[src/rtl/aes_round_ctrl_if.sv]
// Handshake and datapath bundle between the AES round sequencer and its
// environment: start/din, key schedule handshake, round datapath, output.
interface aes_round_ctrl_if;
   logic         start;
   logic [127:0] din;
   logic         ready;
   logic         key_req;
   logic [3:0]   key_idx;
   logic         key_vld;
   logic [127:0] round_key;
   logic [127:0] rnd_in;
   logic         rnd_last;
   logic [127:0] rnd_out;
   logic [127:0] dout;
   logic         dout_vld;
   logic         dout_rdy;
   logic [3:0]   round;

   modport slave (
      input  start, din, key_vld, round_key, rnd_out, dout_rdy,
      output ready, key_req, key_idx, rnd_in, rnd_last, dout, dout_vld, round
   );

   modport master (
      output start, din, key_vld, round_key, rnd_out, dout_rdy,
      input  ready, key_req, key_idx, rnd_in, rnd_last, dout, dout_vld, round
   );
endinterface

[src/rtl/aes_round_ctrl.sv]
// AES-128 round sequencer: owns the cipher state, fetches one round key per
// round and steps the state through AddRoundKey plus NR external rounds.
module aes_round_ctrl #(
   parameter int NR = 10
) (
   input  logic           clk,
   input  logic           rst_n,
   aes_round_ctrl_if.slave bus
);

   typedef enum logic [1:0] {IDLE, INIT, ROUND, DONE} fsm_e;

   localparam logic [3:0] LAST = 4'(NR);

   fsm_e         fsm_q, fsm_d;
   logic [127:0] st_q, st_d;
   logic [3:0]   round_q, round_d;
   logic         ready_q, key_req_q, rnd_last_q, dout_vld_q;
   logic [3:0]   key_idx_q;

   // key_vld only matters in INIT/ROUND, so stray strobes elsewhere fall through.
   always_comb begin
      fsm_d   = fsm_q;
      st_d    = st_q;
      round_d = round_q;
      case (fsm_q)
         IDLE: begin
            if (bus.start) begin
               st_d    = bus.din;
               round_d = '0;
               fsm_d   = INIT;
            end
         end
         INIT: begin
            if (bus.key_vld) begin
               st_d    = st_q ^ bus.round_key;
               round_d = 4'd1;
               fsm_d   = ROUND;
            end
         end
         ROUND: begin
            if (bus.key_vld) begin
               st_d = bus.rnd_out ^ bus.round_key;
               if (round_q == LAST) fsm_d = DONE;
               else                 round_d = round_q + 4'd1;
            end
         end
         DONE: begin
            if (bus.dout_rdy) begin
               fsm_d   = IDLE;
               round_d = '0;
            end
         end
         default: fsm_d = IDLE;
      endcase
   end

   // Status outputs are registered from the next-state values so they line
   // up with fsm_q/round_q without any combinational decode on the ports.
   always_ff @(posedge clk or negedge rst_n) begin
      if (!rst_n) begin
         fsm_q      <= IDLE;
         st_q       <= '0;
         round_q    <= '0;
         ready_q    <= 1'b1;
         key_req_q  <= 1'b0;
         key_idx_q  <= '0;
         rnd_last_q <= 1'b0;
         dout_vld_q <= 1'b0;
      end else begin
         fsm_q      <= fsm_d;
         st_q       <= st_d;
         round_q    <= round_d;
         ready_q    <= (fsm_d == IDLE);
         key_req_q  <= (fsm_d == INIT) || (fsm_d == ROUND);
         key_idx_q  <= ((fsm_d == INIT) || (fsm_d == ROUND)) ? round_d : 4'd0;
         rnd_last_q <= (fsm_d == ROUND) && (round_d == LAST);
         dout_vld_q <= (fsm_d == DONE);
      end
   end

   assign bus.ready    = ready_q;
   assign bus.key_req  = key_req_q;
   assign bus.key_idx  = key_idx_q;
   assign bus.rnd_in   = st_q;
   assign bus.rnd_last = rnd_last_q;
   assign bus.dout     = st_q;
   assign bus.dout_vld = dout_vld_q;
   assign bus.round    = round_q;

endmodule
[src/flat_wrapper.sv]
// flat-port wrapper written by rule: the top's interface ports become plain ports
module aes_round_ctrl_flat 
#(
   parameter int NR = 10
)
  (clk, rst_n, bus_start, bus_din, bus_key_vld, bus_round_key, bus_rnd_out, bus_dout_rdy, bus_ready, bus_key_req, bus_key_idx, bus_rnd_in, bus_rnd_last, bus_dout, bus_dout_vld, bus_round);
  aes_round_ctrl_if bus_i ();
  input  logic clk;
  input  logic rst_n;
  input wire logic [$bits(bus_i.start)-1:0] bus_start;
  input wire logic [$bits(bus_i.din)-1:0] bus_din;
  input wire logic [$bits(bus_i.key_vld)-1:0] bus_key_vld;
  input wire logic [$bits(bus_i.round_key)-1:0] bus_round_key;
  input wire logic [$bits(bus_i.rnd_out)-1:0] bus_rnd_out;
  input wire logic [$bits(bus_i.dout_rdy)-1:0] bus_dout_rdy;
  output wire logic [$bits(bus_i.ready)-1:0] bus_ready;
  output wire logic [$bits(bus_i.key_req)-1:0] bus_key_req;
  output wire logic [$bits(bus_i.key_idx)-1:0] bus_key_idx;
  output wire logic [$bits(bus_i.rnd_in)-1:0] bus_rnd_in;
  output wire logic [$bits(bus_i.rnd_last)-1:0] bus_rnd_last;
  output wire logic [$bits(bus_i.dout)-1:0] bus_dout;
  output wire logic [$bits(bus_i.dout_vld)-1:0] bus_dout_vld;
  output wire logic [$bits(bus_i.round)-1:0] bus_round;
  assign bus_i.start = bus_start;
  assign bus_i.din = bus_din;
  assign bus_i.key_vld = bus_key_vld;
  assign bus_i.round_key = bus_round_key;
  assign bus_i.rnd_out = bus_rnd_out;
  assign bus_i.dout_rdy = bus_dout_rdy;
  assign bus_ready = bus_i.ready;
  assign bus_key_req = bus_i.key_req;
  assign bus_key_idx = bus_i.key_idx;
  assign bus_rnd_in = bus_i.rnd_in;
  assign bus_rnd_last = bus_i.rnd_last;
  assign bus_dout = bus_i.dout;
  assign bus_dout_vld = bus_i.dout_vld;
  assign bus_round = bus_i.round;
  aes_round_ctrl #(.NR(NR)) u_core (.clk(clk), .rst_n(rst_n), .bus(bus_i));
endmodule
[config.mk]
export PLATFORM = sky130hd
export DESIGN_NAME = aes_round_ctrl_flat
export DESIGN_NICKNAME = d
export VERILOG_FILES = /design/src/rtl/aes_round_ctrl_if.sv /design/src/rtl/aes_round_ctrl.sv /design/src/flat_wrapper.sv
export SDC_FILE = /design/constraint.sdc
export NUM_CORES = 1
export LEC_CHECK = 0
export ABC_AREA = 0
export BUFFER_PORTS_ARGS = -buffer_cell sky130_fd_sc_hd__buf_4
export CORE_AREA = 2 2 255 257
export CTS_CLUSTER_DIAMETER = 150
export DETAILED_ROUTE_END_ITERATION = 6
export DIE_AREA = 0 0 257 259
export PLACE_DENSITY = 0.45
export SETUP_SLACK_MARGIN = 0.3
export SYNTH_ARGS = -nofsm -noshare
export SYNTH_HDL_FRONTEND = slang
export SYNTH_SLANG_ARGS = --single-unit
[constraint.sdc]
create_clock -name clk -period 3 [get_ports clk]
set_input_delay 0.6 -clock clk [delete_from_list [all_inputs] [get_ports clk]]
set_output_delay 0.6 -clock clk [all_outputs]
set_load 0.01 [all_outputs]
==> results.json <==
{
  "synth_fp_nets": 1428,
  "synth_seq_cells": 142,
  "grt.busiest_layer": "met2",
  "mostFrequentLayoutCells": "672 x buf_4, 256 x mux2i_1, 141 x dfrtp_1",
  "worst_path_max_delay_cell": "dfrtp_1",
  "dp_slack_ns": 0.624,
  "fp.coreArea_mm2": 0.0639,
  "grt_pass1_wl_mm": 57.1,
  "met2_usage_pct": 20.6,
  "critPathMaxStageDelay_ns": 0.42,
  "ant_nets": 0,
  "layout-drive-gt1-share_pct": 46.3,
  "path_delay_family": "buffers and inverters",
  "use_met1_pct": 12.6,
  "p_switching_mw": 7.94,
  "drtPass1Iterations": 4,
  "synth-seq-area-share_pct": 34.9,
  "crit_top_cell": "mux2i_1",
  "area_growth_pct": 54.4,
  "crit_buf_inv": 3,
  "worstSetupPathType": "reg -> reg",
  "r2r-end": "u_core.bus.dout[46]",
  "routedWlPerCell_um": 16.5,
  "cts_made_buffers": 17,
  "status": "finished clean",
  "netlist_instances": 1030,
  "crit_chain": "inv_1 -> ha_4 -> buf_4 -> buf_12 -> mux2i_1 -> xnor2_1 -> mux2i_1 -> a21oi_1",
  "sw_frac_of_total_pct": 43.6,
  "grt_start_max_net_pins": 100,
  "slew_headroom_pct": 58.6,
  "syn_area_mm2": 0.0102,
  "grtUsageTotal_pct": 11.4,
  "total_power_mw": 18.2,
  "setup_slack_ns": 0.625,
  "dpl-instance-area_mm2": 0.0151,
  "clock.fmax_mhz": 421,
  "clkPwrFrac_pct": 12.6,
  "dpl.cell_count": 2379,
  "cap_violations": 0,
  "die_h_um": 259,
  "io_pins": 657,
  "final_common_cell": "buf_4",
  "yosysWarnings": 0,
  "clock-root-buffer": "clkbuf_16",
  "fin_area_mm2": 0.0157,
  "finClkSkew_ns": 0.00983,
  "cts_max_path_buffers": 2,
  "min_path_type": "in -> async",
  "avgSynthCellArea_um2": 9.90,
  "finalSetupViolCount": 0,
  "r2r_cells": 8,
  "power_density_mw_per_mm2": 1160,
  "pwr-share-seq_pct": 22.7,
  "grt_use_met3_pct": 3.88,
  "overflow": 0,
  "synth_cell_types": 42,
  "num_vias": 9202,
  "hpwl_mm": 32.3,
  "fin_nets": 1941,
  "dieArea_mm2": 0.0666,
  "r2r_slack_ns": 0.63,
  "n_fill_cell": 6923,
  "tns_ns": 0,
  "insertion_delay_ns": 0.47,
  "startpoint_type": "flip-flop",
  "rows": 93,
  "maxSlewViolCount": 0,
  "post_cts_resized": 0,
  "cts.sinks": 142,
  "min_period_over_period_pct": 79.2,
  "gp_congestion": 0.870,
  "dieWidth_um": 257,
  "remaining_drc_errors": 0,
  "final_cell_count_no_fill": 2412,
  "start_util_pct": 16.0,
  "cp-end-kind": "flip-flop",
  "required_ns": 3.40,
  "ctsHoldBuffers": 0,
  "cts.htree.levels": 4,
  "critPathMaxFanout": 30,
  "power_frac_comb_pct": 64.7,
  "fin_crit_ns": 2.37,
  "antenna_found_initial": 6,
  "drt_iter0_drc": 284,
  "clkTransAtPathRegs_ns": 0.06,
  "p_leak_nw": 7.13,
  "io_buffers": 656,
  "routed_via_density": 3.82,
  "cp.arrival_ns": 2.77,
  "rsz0062_at_grt": "no",
  "post_cts_buffers": 0,
  "rr_startpoint": "u_core.fsm_q[0]",
  "peakVddDrop_mv": 0.721,
  "hold_viol_final": 0,
  "cts_tree": "done",
  "routed_wl_mm": 39.7,
  "worst-slew-pin-transition_ns": 0.621,
  "grt_pass1_vias": 9284,
  "internal_power_mw": 10.3
}
## synthesized netlist by cell type
master | count | area [um^2]
a211oi_1 | 1 | 7.51
a21oi_1 | 130 | 651
a311oi_1 | 1 | 8.76
a311oi_2 | 1 | 15.0
a31o_2 | 1 | 8.76
a41oi_1 | 1 | 8.76
and2_1 | 5 | 31.3
and2b_1 | 1 | 7.51
and4_1 | 1 | 8.76
and4b_1 | 1 | 10.0
buf_1 | 1 | 3.75
buf_12 | 7 | 140
buf_2 | 36 | 180
buf_4 | 134 | 1010
buf_6 | 1 | 11.3
buf_8 | 1 | 15.0
clkbuf_1 | 7 | 26.3
dfrtp_1 | 141 | 3530
dfstp_2 | 1 | 26.3
ha_1 | 9 | 113
inv_1 | 5 | 18.8
mux2i_1 | 256 | 2560
nand2_1 | 2 | 7.51
nand2_2 | 1 | 6.26
nand2b_1 | 1 | 6.26
nand3_1 | 1 | 5.00
nand3b_1 | 3 | 22.5
nand4_1 | 1 | 6.26
nand4b_1 | 1 | 8.76
nor2_1 | 132 | 495
nor2b_1 | 3 | 18.8
nor3_1 | 1 | 5.00
nor4_1 | 1 | 6.26
nor4b_1 | 1 | 8.76
o21a_1 | 1 | 7.51
o21ai_0 | 4 | 20.0
o22a_2 | 1 | 10.0
o311ai_1 | 2 | 17.5
o311ai_2 | 1 | 16.3
or2_2 | 1 | 6.26
or3_1 | 2 | 12.5
xnor2_1 | 128 | 1120
## sequential cells by signal, summed over array words and instances (netlist names)
signal               cells
u_core.bus.ready         1
u_core.bus.key_idx       4
u_core.bus.dout_vld      1
u_core.fsm_q             2
u_core.bus.dout        128
u_core.bus.key_req       1
u_core.bus.round         4
u_core.bus.rnd_last      1
## power groups by stage
stage          clock (mW)  combinational, mW  sequential, mW
6_report             2.29               11.8            4.13
5_1_grt              2.48               12.9            4.27
4_1_cts              2.41               12.0            4.15
3_5_place_dp            0               12.0            4.16
3_3_place_gp            0               11.8            4.13
2_1_floorplan           0               8.27            4.12
## cell families (layout without fill, tap and decap cells)
group / count (synthesis) / after routing / share of synthesized area (%)
AO/OA/AOI/OAI: 144 / 144 / 7.56
adder cells (fa/ha/maj): 9 / 9 / 1.10
flip-flops: 142 / 142 / 34.9
buffers and inverters: 192 / 718 / 13.7
AND/OR/NAND/NOR: 159 / 159 / 6.60
other: 0 / 1 / 0
XOR/XNOR: 128 / 128 / 11.0
multiplexers: 256 / 256 / 25.1
## per-stage QoR
step	utilization, %	hold slack [ns]
6_report	24.6	0.0981
5_1_grt	24.6	0.103
4_1_cts	24.6	0.0780
3_5_place_dp	23.7	0.583
3_3_place_gp	23.7	0.564
2_1_floorplan	-	0.304
## metal layers
| layer | part of all wire [%] | vias up |
|---|---|---|
| met5 | 0 | - |
| met4 | 1.8 | 0 |
| met3 | 7.8 | 37 |
| met2 | 52 | 426 |
| met1 | 39 | 4326 |
| li1 | - | 4413 |
## worst max path at each step
stage / start / endpoint / cells after the start
after floorplan: u_core.fsm_q[0] / u_core.bus.rnd_last / 8
after global placement: u_core.fsm_q[0] / u_core.bus.dout[51] / 8
after detailed placement: u_core.fsm_q[0] / u_core.bus.dout[46] / 8
after CTS: u_core.fsm_q[0] / u_core.bus.dout[121] / 8
after global routing: u_core.fsm_q[0] / u_core.bus.dout[58] / 8
final: u_core.fsm_q[0] / u_core.bus.dout[46] / 8
## layout make-up
class	instances	area [um^2]	area share, %
clock buffers	22	474	3.01
flip-flops and latches	142	3550	22.6
well taps	855	1070	6.79
diodes	1	2.50	0.0159
clock inverters	10	138	0.874
repair buffers	681	5220	33.1
inverters	5	18.8	0.119
multi-input cells	696	5270	33.5
Power figures use the tool's default switching activity.
